**src/rtl/wei_row_aligner_if.sv**
```systemverilog
// Purpose : bundles the weight-aligner request/response signals between the
//           index counter / SRAM read port (master) and the aligner (slave).
// Latency : n/a (wiring only).  Backpressure: i_cnt_en acts as a global stall.
//
// Signals (names seen from the aligner):
//   i_cnt_en     pipeline enable, low = stall
//   i_cnt_clear  synchronous clear, wins over i_cnt_en
//   i_waligned   weights row-aligned in memory (single-row windows)
//   i_row_ld     i_sram_data carries a new row this cycle
//   i_sram_data  SRAM row, word k at [k*OP_W +: OP_W]
//   i_woffs      window start word offset
//   i_outbounds  request past tiling end, emit zeros
//   i_done       context done flag, time-aligned with i_woffs
//   o_wei        weight window, weight k at [k*OP_W +: OP_W]
//   o_valid      o_wei valid this cycle
//   o_done       done flag delayed by one enabled cycle
interface wei_row_aligner_if #(
    parameter int OP_W   = 8,
    parameter int WORD_N = 8,
    parameter int WOFS_W = 3,
    parameter int Y      = 4
);
    logic                     i_cnt_en;
    logic                     i_cnt_clear;
    logic                     i_waligned;
    logic                     i_row_ld;
    logic [WORD_N*OP_W-1:0]   i_sram_data;
    logic [WOFS_W-1:0]        i_woffs;
    logic                     i_outbounds;
    logic                     i_done;
    logic [Y*OP_W-1:0]        o_wei;
    logic                     o_valid;
    logic                     o_done;

    // Upstream side: drives the request, observes the window.
    modport master (
        output i_cnt_en,
        output i_cnt_clear,
        output i_waligned,
        output i_row_ld,
        output i_sram_data,
        output i_woffs,
        output i_outbounds,
        output i_done,
        input  o_wei,
        input  o_valid,
        input  o_done
    );

    // Aligner side.
    modport slave (
        input  i_cnt_en,
        input  i_cnt_clear,
        input  i_waligned,
        input  i_row_ld,
        input  i_sram_data,
        input  i_woffs,
        input  i_outbounds,
        input  i_done,
        output o_wei,
        output o_valid,
        output o_done
    );
endinterface

```
**src/rtl/wei_row_aligner.sv**
```systemverilog
// Purpose : keeps the last two SRAM weight rows and extracts a Y-word window
//           at an arbitrary word offset, which may straddle a row boundary.
// Latency : 1 cycle from i_woffs to o_wei; a loaded row is usable next cycle.
// Backpressure: i_cnt_en low freezes every register and masks o_valid/o_done.
//
// Ports:
//   i_clk   clock
//   i_rstn  asynchronous active-low reset
//   bus     wei_row_aligner_if.slave (request in, window/valid/done out)
//
// WORD_N must equal 2**WOFS_W so that the aligned-mode offset wraps for free
// in WOFS_W-bit arithmetic; 1 <= Y <= WORD_N keeps the unaligned index within
// the two buffered rows (max index WORD_N+Y-2).
module wei_row_aligner #(
    parameter int OP_W   = 8,
    parameter int WORD_N = 8,
    parameter int WOFS_W = 3,
    parameter int Y      = 4
) (
    input  logic               i_clk,
    input  logic               i_rstn,
    wei_row_aligner_if.slave   bus
);

    localparam int ROW_W = WORD_N * OP_W;
    localparam int WIN_W = Y * OP_W;

    // IDLE : no row buffered since clear/reset.
    // PRIME: one row buffered, unaligned mode still needs the previous row.
    // RUN  : enough rows buffered, every enabled cycle produces a window.
    typedef enum logic [1:0] {
        ST_IDLE  = 2'd0,
        ST_PRIME = 2'd1,
        ST_RUN   = 2'd2
    } state_t;

    state_t             state_q, state_d;
    logic [ROW_W-1:0]   h_q, h_d;       // newest row
    logic [ROW_W-1:0]   l_q, l_d;       // previous row
    logic [WIN_W-1:0]   wei_q, wei_d;
    logic               valid_q, valid_d;
    logic               done_q, done_d;

    // ------------------------------------------------------------------
    // Window selection, purely from the registered rows: a row loaded on
    // this edge only becomes selectable in the following cycle.
    // ------------------------------------------------------------------
    logic [2*ROW_W-1:0] pair;           // L as words 0..WORD_N-1, H above it
    logic [WIN_W-1:0]   window;

    assign pair = {h_q, l_q};

    for (genvar k = 0; k < Y; k++) begin : g_sel
        // Aligned: offset wraps inside H (WOFS_W-bit add is mod WORD_N).
        logic [WOFS_W-1:0] a_idx;
        // Unaligned: one extra bit addresses the 2*WORD_N word pair; the
        // sum never exceeds WORD_N+Y-2 so no wrap is needed.
        logic [WOFS_W:0]   u_idx;

        assign a_idx = bus.i_woffs + WOFS_W'(k);
        assign u_idx = {1'b0, bus.i_woffs} + (WOFS_W+1)'(k);

        assign window[k*OP_W +: OP_W] = bus.i_waligned
                                      ? h_q[a_idx*OP_W +: OP_W]
                                      : pair[u_idx*OP_W +: OP_W];
    end

    // ------------------------------------------------------------------
    // Next-state logic: FSM, row buffer and output registers.
    // ------------------------------------------------------------------
    always_comb begin
        state_d = state_q;
        h_d     = h_q;
        l_d     = l_q;
        wei_d   = wei_q;
        valid_d = valid_q;
        done_d  = done_q;

        if (bus.i_cnt_clear) begin
            // Clear behaves exactly like reset and overrides loads/selection.
            state_d = ST_IDLE;
            h_d     = '0;
            l_d     = '0;
            wei_d   = '0;
            valid_d = 1'b0;
            done_d  = 1'b0;
        end else if (bus.i_cnt_en) begin
            if (bus.i_row_ld) begin
                h_d = bus.i_sram_data;
                l_d = h_q;

                unique case (state_q)
                    // An aligned window needs only the newest row, an
                    // unaligned one needs the preceding row as well.
                    ST_IDLE:  state_d = bus.i_waligned ? ST_RUN : ST_PRIME;
                    ST_PRIME: state_d = ST_RUN;
                    ST_RUN:   state_d = ST_RUN;
                    default:  state_d = ST_IDLE;
                endcase
            end

            // Out-of-bounds only matters while windows are being produced.
            if (state_q == ST_RUN) begin
                wei_d   = bus.i_outbounds ? '0 : window;
                valid_d = 1'b1;
            end else begin
                valid_d = 1'b0;
            end

            done_d = bus.i_done;
        end
    end

    always_ff @(posedge i_clk or negedge i_rstn) begin
        if (!i_rstn) begin
            state_q <= ST_IDLE;
            h_q     <= '0;
            l_q     <= '0;
            wei_q   <= '0;
            valid_q <= 1'b0;
            done_q  <= 1'b0;
        end else begin
            state_q <= state_d;
            h_q     <= h_d;
            l_q     <= l_d;
            wei_q   <= wei_d;
            valid_q <= valid_d;
            done_q  <= done_d;
        end
    end

    // ------------------------------------------------------------------
    // Outputs. Valid/done are masked during a stall so the consumer never
    // sees the same beat twice; the window itself simply holds.
    // ------------------------------------------------------------------
    assign bus.o_wei   = wei_q;
    assign bus.o_valid = valid_q & bus.i_cnt_en;
    assign bus.o_done  = done_q  & bus.i_cnt_en;

endmodule

```
**src/flat_wrapper.sv**
```systemverilog
// flat-port wrapper written by rule: the top's interface ports become plain ports
module wei_row_aligner_flat 
#(
    parameter int OP_W   = 8,
    parameter int WORD_N = 8,
    parameter int WOFS_W = 3,
    parameter int Y      = 4
)
  (i_clk, i_rstn, bus_i_cnt_en, bus_i_cnt_clear, bus_i_waligned, bus_i_row_ld, bus_i_sram_data, bus_i_woffs, bus_i_outbounds, bus_i_done, bus_o_wei, bus_o_valid, bus_o_done);
  wei_row_aligner_if #(.OP_W(OP_W), .WORD_N(WORD_N), .WOFS_W(WOFS_W), .Y(Y)) bus_i ();
  input  logic i_clk;
  input  logic i_rstn;
  input wire logic [$bits(bus_i.i_cnt_en)-1:0] bus_i_cnt_en;
  input wire logic [$bits(bus_i.i_cnt_clear)-1:0] bus_i_cnt_clear;
  input wire logic [$bits(bus_i.i_waligned)-1:0] bus_i_waligned;
  input wire logic [$bits(bus_i.i_row_ld)-1:0] bus_i_row_ld;
  input wire logic [$bits(bus_i.i_sram_data)-1:0] bus_i_sram_data;
  input wire logic [$bits(bus_i.i_woffs)-1:0] bus_i_woffs;
  input wire logic [$bits(bus_i.i_outbounds)-1:0] bus_i_outbounds;
  input wire logic [$bits(bus_i.i_done)-1:0] bus_i_done;
  output wire logic [$bits(bus_i.o_wei)-1:0] bus_o_wei;
  output wire logic [$bits(bus_i.o_valid)-1:0] bus_o_valid;
  output wire logic [$bits(bus_i.o_done)-1:0] bus_o_done;
  assign bus_i.i_cnt_en = bus_i_cnt_en;
  assign bus_i.i_cnt_clear = bus_i_cnt_clear;
  assign bus_i.i_waligned = bus_i_waligned;
  assign bus_i.i_row_ld = bus_i_row_ld;
  assign bus_i.i_sram_data = bus_i_sram_data;
  assign bus_i.i_woffs = bus_i_woffs;
  assign bus_i.i_outbounds = bus_i_outbounds;
  assign bus_i.i_done = bus_i_done;
  assign bus_o_wei = bus_i.o_wei;
  assign bus_o_valid = bus_i.o_valid;
  assign bus_o_done = bus_i.o_done;
  wei_row_aligner #(.OP_W(OP_W), .WORD_N(WORD_N), .WOFS_W(WOFS_W), .Y(Y)) u_core (.i_clk(i_clk), .i_rstn(i_rstn), .bus(bus_i));
endmodule
```
**config.mk**
```make
export PLATFORM = sky130hd
export DESIGN_NAME = wei_row_aligner_flat
export DESIGN_NICKNAME = d
export VERILOG_FILES = /design/src/rtl/wei_row_aligner_if.sv /design/src/rtl/wei_row_aligner.sv /design/src/flat_wrapper.sv
export SDC_FILE = /design/constraint.sdc
export NUM_CORES = 1
export LEC_CHECK = 0
export ABC_CLOCK_PERIOD_IN_PS = 2200
export CORE_MARGIN = 2
export CORE_UTILIZATION = 58
export CTS_CLUSTER_SIZE = 30
export DETAILED_ROUTE_END_ITERATION = 8
export PLACE_DENSITY = 0.82
export SLEW_MARGIN = 20
export SYNTH_ARGS = -nofsm -noshare
export SYNTH_HDL_FRONTEND = slang
export SYNTH_SLANG_ARGS = --single-unit
```
**constraint.sdc**
```tcl
create_clock -name i_clk -period 2.2 [get_ports i_clk]
set_clock_uncertainty 0.05 [all_clocks]
set_input_delay 0.44 -clock i_clk [delete_from_list [all_inputs] [get_ports i_clk]]
set_output_delay 0.44 -clock i_clk [all_outputs]
set_load 0.01 [all_outputs]
```
======== Word level (Yosys, flattened, before mapping) ========
Index checks and enable logic that the tools add are counted.
cells by class
  $add $sub $neg .......................... 6
  multipliers ............................. 0
  div/mod/pow operators ................... 0
  magnitude comparators ................... 0
  eq/ne operators ......................... 2
  shifts and indexed selects .............. 8
  muxes and demuxes ....................... 24
  bitwise gates (word level) .............. 2
  reductions and logical operators ........ 7
operators with widths
  cell                                                                    number
  64-bit 2-to-1 mux                                                       6
  128-bit by 8-bit indexed part select with 8-bit output                  3
  64-bit by 7-bit indexed part select with 8-bit output                   4
  32-bit 2-to-1 mux                                                       4
  128-bit by 7-bit indexed part select with 8-bit output                  1
  8-bit 2-to-1 mux                                                        4
  3-bit by 2-bit adder with 4-bit output (second input constant)          2
  2-bit 2-to-1 mux                                                        4
  3-bit by 2-bit adder with 3-bit output (second input constant)          2
  2-bit nonzero test                                                      3
  1-bit 2-to-1 mux                                                        5
  3-bit by 1-bit adder with 4-bit output (second input constant)          1
  2-bit one-hot mux with 2 select lines                                   1
  2-bit AND reduction                                                     2
  3-bit by 1-bit adder with 3-bit output (second input constant)          1
  1-bit bitwise AND                                                       2
  2-bit by 1-bit equality test with 1-bit output (second input constant)  1
  2-bit equality test (second input constant)                             1
  2-bit logical NOT                                                       1
  2-bit OR reduction                                                      1
storage, ports and cells
  flip-flop bits (word level) ............. 164
  bits in latches ......................... 0
  bits in writable memories ............... 0
  bits in read-only memories .............. 0
  word-level logic and storage cells ...... 55
  memories ................................ 0

======== Logic depth before layout (Yosys ltp) ========
Gate-level depths: netlist of the first run.
  word-level depth ........................ 7
  depth in mapped cells ................... 11
  gate-level depth less buffers ........... 6

======== Worst setup path after synthesis of the first run ========
No wires, ideal clock.
  kind .................................... input -> register
  start point ............................. in bus_i_woffs[0]
  end point ............................... reg u_core.wei_q[8] (netlist: u_core.bus.o_wei[8])
  arrival time ............................ 2.446 ns
  data required time ...................... 2.026 ns
  path slack .............................. -0.420 ns
  stages .................................. 11
  cells stage by stage .................... buf_6 buf_12 inv_2 buf_2 ha_1 buf_2 buf_2 mux4_2 nand2_1 a21oi_1 a211o_1
on the way
  cells in the longest elaborated chain, start to end .. 7
ends and longest elaborated chain
  item                                                                                                                                    RTL line                                      source
  from (decl)                                                                                                                             flat_wrapper.sv:18                            input wire logic [$bits(bus_i.i_woffs)-1:0] bus_i_woffs;
  3-bit by 1-bit adder with 4-bit output / 3-bit by 1-bit adder with 3-bit output (equally long branches)                                 wei_row_aligner.sv:61, wei_row_aligner.sv:60
  128-bit by 8-bit indexed part select with 8-bit output / 64-bit by 7-bit indexed part select with 8-bit output (equally long branches)  wei_row_aligner.sv:65, wei_row_aligner.sv:64
  8-bit 2-to-1 mux *                                                                                                                      wei_row_aligner.sv:64                         ? h_q[a_idx*OP_W +: OP_W]
  32-bit 2-to-1 mux *                                                                                                                     wei_row_aligner.sv:104                        wei_d = bus.i_outbounds ? '0 : window;
  32-bit 2-to-1 mux *                                                                                                                     wei_row_aligner.sv:103                        if (state_q == ST_RUN) begin
  32-bit 2-to-1 mux *                                                                                                                     wei_row_aligner.sv:87                         end else if (bus.i_cnt_en) begin
  32-bit 2-to-1 mux *                                                                                                                     wei_row_aligner.sv:79                         if (bus.i_cnt_clear) begin
  to (signal assigned)                                                                                                                    wei_row_aligner.sv:126                        wei_q <= wei_d;
  to (decl)                                                                                                                               wei_row_aligner.sv:40                         logic [WIN_W-1:0] wei_q, wei_d;
Mark *: on every way between the ends. The rest lies on a longest branch, timed or not. The select of a mux whose other input is x is not followed.
A chain may end at the register's enable or synchronous reset.

======== Final worst setup path of the first run ========
  start point ............................. reg u_core.state_q[0]
  end point ............................... reg u_core.wei_q[10] (netlist: u_core.bus.o_wei[10])
on the way
  cells in the longest elaborated chain, start to end .. 3
ends and longest elaborated chain
  item                                  RTL line                source
  from (decl)                           wei_row_aligner.sv:37   state_t state_q, state_d;
  from (signal assigned)                wei_row_aligner.sv:123  state_q <= state_d;
  2-bit equality test                   wei_row_aligner.sv:103
  2-bit nonzero test (no source line)   --
  2-bit AND reduction (no source line)  --
No other way between the ends.

==> impl_metrics.csv, run 1 <==
group,metric,value,unit
global_route,grt_pass1_vias,8640,
cts,insertion_delay,0.44,ns
sta,worstMarginPinSlew,0.5815,ns
floorplan,die_w,135.3,um
synthesis,synth.most_common_cell,"nand2_1",
final_layout,n_antenna_cell,0,
sta,post-route-min-period,2.080,ns
final_layout,final_cells,1395,
power_and_ir_drop,vdd_drop_max,568.5,uV
power_and_ir_drop,leakage,5.110,nW
synthesis,synth-main-ff-cell,"dfrtp_1",
synthesis,synth_edf_count,0,
sta,fin_crit_sh,94.52,%
sta,slew-limit-headroom,61.23,%
sta,grt_setup_unrepaired,"false",
floorplan,core_area,17060,um^2
global_route,gr-total-overflow,0,
route,drt_pass1_iterations,5,
setup_path,regToRegEndpoint,"u_core.bus.o_wei[10]",
sta,finalSetupTns,0,ns
setup_path,cp_top_family,"compound AO/OA/AOI/OAI gates",
min_path,hp-class,"reg -> reg",
setup_path,critPathCaptureType,"flop",
route,ant_nets,0,
synthesis,synth_seq_cells,164,
setup_path,path_cells,"inv_1 > ha_1 > and4bb_2 > nand2b_1 > o41ai_1 > a41o_1",
synthesis,synth.distinct_cells,45,
final_layout,drive_above_1_share,18.46,%
final_layout,nNetsFinal,1238,
setup_path,rrSetupSlack,0.12,ns
place,gp_congestion,0.9993,
cts,clk_pin_slew,0.06,ns
min_path,min_to,"u_core.bus.o_wei[24]",
setup_path,crit_fanout,7,
run,cap_violations,0,
synthesis,synth_area_leaders,"dfrtp_1 41%, mux4_2 17%, nand2_1 13%, a21oi_1 7.6%, mux2i_1 3.1%",
setup_path,critical_path_class,"reg -> reg",
synthesis,syn_area_per_cell,9.546,um^2
floorplan,pin_count,109,
setup_path,cp_data_required_time,2.52,ns
power_and_ir_drop,power.density,600.0,nW/um^2
sta,hold_viol,0,
route,drtIter0Drc,1277,
cts,cts_made_buffers,17,
cts,htreeDepth,4,
synthesis,synth_top_area_share,41.02,%
synthesis,synthArstFlopShare,100.0,%
setup_path,crit_arrival,2.40,ns
cts,cts_max_path_buffers,2,
sta,setup_viol,0,
cts,cts.sinks,164,
route,wl_per_cell,22.57,um
setup_path,crit_buf_inv,1,
setup_path,worst_r2r_path_depth,6,
synthesis,postSynthCellCount,1048,
place,io_buffers,108,
route,vias,9236,
cts,cts_tree,"built",
synthesis,ys.warnings.count,0,
sta,slew_violations,0,
global_route,grt_max_degree,134,
synthesis,yosysTopAreaCell,"dfrtp_1",
synthesis,synth_nets,1128,
sta,fmax,480.9,MHz
floorplan,start_util,58.66,%
route,via_per_inst,6.621,
synthesis,ys_seq_area_share,41.02,%
setup_path,slowest_delay,0.55,ns
place,dp.cells,1363,
route,drt-total-wl,31490,um
floorplan,die_h,135.3,um
setup_path,slowest_stage,"o41ai_1",
setup_path,cp-startpoint,"u_core.state_q[0]",
synthesis,syn-cell-area,10000,um^2
place,hpwl,22020,um
run_status,status,"completed",
floorplan,die-area,18320,um^2
global_route,antenna_found_initial,0,
final_layout,fillerInstances,1217,
global_route,grt_use_total,35.48,%
setup_path,r2r-start,"u_core.state_q[0]",
cts,root_buffer,"clkbuf_16",
route,drc,0,
min_path,hp-start,"u_core.bus.o_wei[24]",
setup_path,worst_setup_path_start_kind,"flop",
synthesis,synthTopCellsByCount,"338 x nand2_1, 164 x dfrtp_1, 152 x a21oi_1",
min_path,holdPathStages,1,
global_route,grt_first_pass_wirelength,48910,um
final_layout,area_growth_syn_to_layout,23.40,%
floorplan,fp-row-count,48,
## report_power, final
group          leakage [nW]  switching [W]  internal (W)
logic                  2.57       0.000595      0.000540
registers              2.26       0.000151       0.00309
clock network         0.279        0.00127       0.00176
total                  5.11        0.00201       0.00539
## per-stage QoR
step           hold slack [ns]  cell area, um^2  power [W]  utilization (%)  setup slack [ns]
2_1_floorplan          0.09441            10070   0.003874                -          -0.09145
3_3_place_gp            0.3654            11740   0.004379            68.85           -0.1830
3_5_place_dp            0.3597            11740   0.004397            68.85           -0.2286
4_1_cts                 0.4487            12350   0.007398            72.38            0.1428
5_1_grt                 0.4685            12350   0.007626            72.38           0.01437
6_report                0.4444            12350   0.007408            72.38            0.1205
## cells by family (layout without fill, tap and decap cells)
group	count (synthesis)	after routing	synth area share (%)
simple gates	415	415	16.80
xor+xnor	4	4	0.3502
buf+inv	97	219	4.727
mux	129	129	22.50
compound gates	234	234	13.98
flops	164	164	41.02
fa+ha+maj	5	5	0.6253
## registers in the layout, summed over array words and instances, names as in the netlist
name	cells
u_core.bus.o_wei	32
u_core.done_q	1
u_core.h_q	64
u_core.l_q	64
u_core.state_q	2
u_core.valid_q	1
## worst register-to-register path, delay by kind of cell, from the launching register on
| kind | cells | cell delay [ns] |
|---|---|---|
| compound gates | 2 | 0.70 |
| simple gates | 2 | 0.57 |
| flops | 1 | 0.40 |
| fa+ha+maj | 1 | 0.22 |
| buf+inv | 1 | 0.09 |
## cell type report
| cell class | instances | area, um^2 | share of cell area (%) |
|---|---|---|---|
| tap | 225 | 281.5 | 2.280 |
| inverter | 4 | 27.53 | 0.2230 |
| multi-input combinational | 787 | 5461 | 44.24 |
| timing repair buffer | 184 | 1879 | 15.22 |
| sequential | 164 | 4104 | 33.24 |
| clock buffer | 21 | 470.5 | 3.811 |
| clock inverter | 10 | 121.4 | 0.9831 |
## worst max path at each step
stage | end | depth (start not counted) | slack (ns)
floorplan | u_core.bus.o_wei[8] | 10 | -0.09
global placement | u_core.bus.o_wei[11] | 6 | -0.18
detailed placement | u_core.bus.o_wei[8] | 6 | -0.23
CTS | u_core.bus.o_wei[10] | 6 | 0.14
global route | u_core.bus.o_wei[10] | 6 | 0.01
finish | u_core.bus.o_wei[10] | 6 | 0.12
## timing repair
action | 4_1_cts | 5_1_grt
hold endpoints to repair | 44 | 0
setup endpoints to repair | 2 | 0
hold buffers | 1 | 0
buffers inserted | 0 | 0
gates resized for setup | 3 | 0
## layer usage
| metal | vias to the layer above | global-route usage, % | wire (um) |
|---|---|---|---|
| met5 | - | 0 | 0 |
| met1 | 4477 | 50.20 | 12140 |
| li1 | 3962 | - | - |
| met4 | 0 | 14.64 | 1445 |
| met3 | 118 | 9.241 | 3909 |
| met2 | 679 | 52.65 | 14000 |
## cell usage in the layout (no fill, tap or decap), drive strengths merged, types with 20 or more instances in the layout
cell,n
mux4,74
mux2,24
clkdlybuf4s50,101
buf,80
a21oi,152
mux2i,31
clkbuf,21
nand2,338
dfrtp,164
nor2,20
(Power assumes the default switching activity.)
==> run 2: changes to the inputs <==
--- a/config.mk
+++ b/config.mk
@@ -8,9 +8,11 @@
 export ABC_CLOCK_PERIOD_IN_PS = 2200
 export CORE_MARGIN = 2
 export CORE_UTILIZATION = 58
+export CTS_CLUSTER_DIAMETER = 50
 export CTS_CLUSTER_SIZE = 30
 export DETAILED_ROUTE_END_ITERATION = 8
 export PLACE_DENSITY = 0.82
+export RECOVER_POWER = 25
 export SLEW_MARGIN = 20
 export SYNTH_ARGS = -nofsm -noshare
 export SYNTH_HDL_FRONTEND = slang
==> run 2 against run 1 <==
  * Sequential power is essentially flat
  * Setup slack got worse by 0.014 ns
  * Critical path depth is the same
  * Clock-buffer cell count unchanged
  * Hold slack about the same
  * Core utilization decreased by 0.18 points
  * Sequential share of layout area up 0.084 points
  * Largest power group unchanged
  * Highest routed layer unchanged
==> impl_metrics.csv, run 2 (synthesized netlist as in run 1, its figures left out) <==
group,metric,value,unit
route,drt_pass1_iterations,6,
power_and_ir_drop,power.density,600.3,nW/um^2
floorplan,fp-row-count,48,
sta,holdWs,0.4444,ns
setup_path,cp_data_required_time,2.52,ns
setup_path,cp-startpoint,"u_core.state_q[0]",
route,via_per_inst,6.574,
final_layout,final_util,72.20,%
setup_path,regToRegEndpoint,"u_core.bus.o_wei[10]",
sta,post-route-min-period,2.094,ns
cts,insertion_delay,0.43,ns
route,drc,0,
power_and_ir_drop,vdd_drop_max,564.7,uV
setup_path,critPathCaptureType,"flop",
power_and_ir_drop,power,0.007393,W
power_and_ir_drop,leakage,5.097,nW
floorplan,start_util,58.66,%
final_layout,mostFrequentLayoutCells,"337 x nand2_1, 164 x dfrtp_1, 151 x a21oi_1",
cts,htreeDepth,4,
sta,fmax,477.6,MHz
sta,setup_viol,0,
sta,slew-limit-headroom,35.05,%
sta,grt_setup_unrepaired,"false",
min_path,hp-start,"u_core.bus.o_wei[24]",
global_route,grt_max_degree,134,
setup_path,rrSetupSlack,0.11,ns
final_layout,final_cells,1395,
place,gp_congestion,0.9993,
route,vias,9171,
setup_path,worst_setup_path_start_kind,"flop",
sta,slew_violations,0,
setup_path,worst_r2r_path_depth,6,
final_layout,fillerInstances,1221,
floorplan,pin_count,109,
setup_path,r2r-start,"u_core.state_q[0]",
sta,worstMarginPinSlew,0.9742,ns
place,io_buffers,108,
floorplan,core_area,17060,um^2
route,drtIter0Drc,1438,
setup_path,critical_path_class,"reg -> reg",
floorplan,die-area,18320,um^2
route,drt-total-wl,31490,um
cts,post_cts_buffers,0,
floorplan,die_h,135.3,um
final_layout,n_antenna_cell,0,
run_status,status,"completed",
setup_path,crit_arrival,2.42,ns
global_route,grt_use_total,35.48,%
min_path,hp-class,"reg -> reg",
global_route,gr-total-overflow,0,
min_path,holdPathStages,1,
global_route,grt_first_pass_wirelength,48910,um
cts,clk_pin_slew,0.06,ns
final_layout,area_growth_syn_to_layout,23.09,%
global_route,antenna_found_initial,0,
final_layout,layout_commonest_cell,"nand2_1",
route,wl_per_cell,22.57,um
sta,hold_viol,0,
cts,root_buffer,"clkbuf_16",
final_layout,nNetsFinal,1238,
floorplan,die_w,135.3,um
cts,cts_made_buffers,17,
route,ant_nets,0,
run,cap_violations,0,
sta,finalSetupTns,0,ns
place,dp.cells,1363,
global_route,grt_pass1_vias,8640,
cts,cts.sinks,164,
final_layout,drive_above_1_share,18.38,%
min_path,min_to,"u_core.bus.o_wei[24]",
cts,cts_max_path_buffers,2,
setup_path,crit_fanout,7,
cts,cts_tree,"built",
sta,fin_crit_sh,95.17,%
place,hpwl,22020,um
==> run 2: cell types whose count changed in the layout (fill, tap and decap cells not counted), sizes merged <==
cell,before,now
clkbuf,21,23
buf,80,78
==> run 2: how the worst max path moves through the flow <==
stage,end,slack [ns],cells after the start
3_3_place_gp,u_core.bus.o_wei[11],-0.18,6
2_1_floorplan,u_core.bus.o_wei[8],-0.09,10
5_1_grt,u_core.bus.o_wei[10],0.01,6
4_1_cts,u_core.bus.o_wei[10],0.14,6
3_5_place_dp,u_core.bus.o_wei[8],-0.23,6
6_report,u_core.bus.o_wei[10],0.11,6
==> run 2: final cells by class <==
cell class	count	area, um^2	area share [%]
inverter	4	27.53	0.2235
clock inverter	10	121.4	0.9856
tap	225	281.5	2.286
sequential	164	4104	33.33
clock buffer	21	470.5	3.820
timing repair buffer	184	1848	15.01
multi-input combinational	787	5461	44.35
==> run 2: critical path, stage by stage (launching register included) <==
cell and delay (ns):
dfrtp_1 0.39, inv_1 0.09, ha_1 0.22, and4bb_2 0.32, nand2b_1 0.24, o41ai_1 0.57, a41o_1 0.15
==> run 2: where the power goes <==
group          leakage (nW)  switching (W)  internal [W]
clock network         0.279        0.00126       0.00176
logic                  2.56       0.000595      0.000533
registers              2.26       0.000151       0.00309
total                  5.10        0.00200       0.00539
==> run 2: timing repair <==
action / CTS / global route
gates resized for setup: 3 / 0
setup endpoints to repair: 2 / 0
hold buffers: 1 / 0
hold endpoints to repair: 44 / 0
==> run 2: through the flow <==
step	instance area, um^2	setup WS, ns
2_1_floorplan	10070	-0.09145
3_3_place_gp	11740	-0.1830
3_5_place_dp	11740	-0.2286
4_1_cts	12350	0.1428
5_1_grt	12310	0.01437
6_report	12310	0.1062
==> run 2: per-layer routing <==
| metal | global-route usage, % | up-vias | wire (um) |
|---|---|---|---|
| met4 | 14.64 | 0 | 1343 |
| met1 | 50.20 | 4453 | 12140 |
| li1 | - | 3966 | - |
| met3 | 9.241 | 93 | 3827 |
| met2 | 52.65 | 659 | 14180 |
| met5 | 0 | - | 0 |
==> run 3: changes to the inputs <==
--- a/config.mk
+++ b/config.mk
@@ -6,7 +6,7 @@
 export NUM_CORES = 1
 export LEC_CHECK = 0
 export ABC_CLOCK_PERIOD_IN_PS = 2200
-export CORE_MARGIN = 2
+export CORE_MARGIN = 5
 export CORE_UTILIZATION = 58
 export CTS_CLUSTER_DIAMETER = 50
 export CTS_CLUSTER_SIZE = 30
==> run 3 against run 2 <==
  * Critical endpoint is now u_core.bus.o_wei[28]
  * Combinational power about the same
  * Clock-buffer cell count rose by 3
  * Global-route usage down 2.6 points
==> impl_metrics.csv, run 3 (synthesized netlist as in run 1, its figures left out) <==
group,metric,value,unit
route,drc,0,
place,place_area,11720,um^2
final_layout,final_cells,1393,
route,drt-total-wl,31960,um
final_layout,finalInstanceArea,12340,um^2
setup_path,worst_setup_path_start_kind,"flop",
power_and_ir_drop,power.density,609.1,nW/um^2
setup_path,critical_path_class,"reg -> reg",
cts,root_buffer,"clkbuf_16",
run_status,status,"completed",
final_layout,layout_commonest_cell,"nand2_1",
place,pre_cts_slack,-0.2730,ns
floorplan,core_area,17120,um^2
floorplan,die_h,141.3,um
setup_path,crit_fanout,5,
sta,grt_setup_unrepaired,"false",
sta,holdWs,0.4478,ns
sta,post-route-min-period,2.110,ns
global_route,gr-total-overflow,0,
sta,slew_violations,0,
floorplan,die-area,19980,um^2
cts,cts_made_buffers,17,
power_and_ir_drop,internal-power,0.005501,W
min_path,hp-class,"reg -> reg",
setup_path,rrSetupSlack,0.09,ns
route,drtIter0Drc,1681,
route,ant_nets,0,
setup_path,crit_arrival,2.43,ns
cts,post_cts_buffers,0,
final_layout,mostFrequentLayoutCells,"337 x nand2_1, 164 x dfrtp_1, 151 x a21oi_1",
floorplan,die_w,141.3,um
power_and_ir_drop,p_clk_share,41.8,%
power_and_ir_drop,p_sw,0.002018,W
sta,fmax,473.9,MHz
floorplan,fp-row-count,48,
global_route,antenna_found_initial,0,
cts,htreeDepth,4,
final_layout,n_antenna_cell,0,
sta,worstMarginPinSlew,1.178,ns
route,via_per_inst,6.630,
cts,cts.sinks,164,
cts,cts_max_path_buffers,2,
power_and_ir_drop,leakage,5.122,nW
sta,fin_crit_sh,95.91,%
run,cap_violations,0,
global_route,grt_use_total,32.85,%
place,io_buffers,108,
route,vias,9236,
cts,cts_tree,"built",
power_and_ir_drop,seqPwrFrac,43.1,%
sta,fin_ws,0.08988,ns
place,gp_congestion,0.9686,
sta,slew-limit-headroom,21.47,%
place,hpwl,22270,um
setup_path,cp_data_required_time,2.52,ns
sta,setup_viol,0,
route,drt_pass1_iterations,7,
setup_path,critPathCaptureType,"flop",
final_layout,drive_above_1_share,18.32,%
final_layout,nNetsFinal,1235,
global_route,grt_max_degree,80,
place,dp.cells,1360,
floorplan,pin_count,109,
final_layout,area_growth_syn_to_layout,23.39,%
cts,insertion_delay,0.43,ns
power_and_ir_drop,vdd_drop_max,551.7,uV
power_and_ir_drop,pwr-share-comb,15.2,%
cts,clk_pin_slew,0.07,ns
final_layout,final_util,72.12,%
route,wl_per_cell,22.94,um
power_and_ir_drop,swShare,26.84,%
floorplan,start_util,58.45,%
sta,hold_viol,0,
global_route,grt_first_pass_wirelength,50470,um
global_route,grt_pass1_vias,8886,
-- run 3: cell count changes in the layout (fill, tap and decap cells not counted), sizes merged --
cell,change
clkbuf,+2
buf,-2
clkinvlp,-3
clkinv,+1
-- run 3: worst paths after layout --
path                                      startpoint                   end  depth (start not counted)
worst max register to register     u_core.state_q[0]  u_core.bus.o_wei[28]                          7
max in group asynchronous                     i_rstn        u_core.l_q[28]                          3
min in group asynchronous                     i_rstn         u_core.done_q                          2
worst min-delay path            u_core.bus.o_wei[19]  u_core.bus.o_wei[19]                          2
worst max-delay path               u_core.state_q[0]  u_core.bus.o_wei[28]                          7
worst min register to register  u_core.bus.o_wei[19]  u_core.bus.o_wei[19]                          2
-- run 3: power by group through the flow --
| stage | clock network (W) | registers [W] | logic, W |
|---|---|---|---|
| after floorplan | 0 | 0.00321 | 0.000659 |
| after global placement | 0 | 0.00327 | 0.00110 |
| after detailed placement | 0 | 0.00328 | 0.00112 |
| after CTS | 0.00315 | 0.00322 | 0.00113 |
| after global routing | 0.00331 | 0.00324 | 0.00123 |
| final | 0.00314 | 0.00324 | 0.00114 |
-- run 3: layout make-up --
cell class,instances,area (um^2)
clock inverter,8,111.4
inverter,4,27.53
multi-input combinational,787,5461
timing repair buffer,181,1847
clock buffer,24,511.7
sequential,164,4104
fill,1251,4772
tap,225,281.5
-- run 3: what timing repair did --
item	CTS	global route
setup endpoints to repair	2	0
hold buffers	1	0
resized for setup	2	0
hold endpoints to repair	36	0
-- run 3: stage by stage --
step	power [W]	setup TNS (ns)
finish	0.007519	0
global route	0.007772	0
CTS	0.007505	0
detailed placement	0.004398	-3.032
global placement	0.004376	-2.427
floorplan	0.003874	-0.2062
-- run 3: worst max-delay path, cell delays in order (launching register included) --
cell	delay [ns]
dfrtp_1	0.39
inv_1	0.09
ha_1	0.21
and4bb_2	0.38
nand2b_1	0.22
o41ai_1	0.45
buf_4	0.18
a41o_1	0.08
-- run 3: routing by layer --
layer	global-route usage [%]	up-vias	share of wire, %
met5	0	-	0
met4	14.02	0	5.1
li1	-	3957	-
met2	49.06	735	45
met3	9.033	135	13
met1	45.68	4409	37
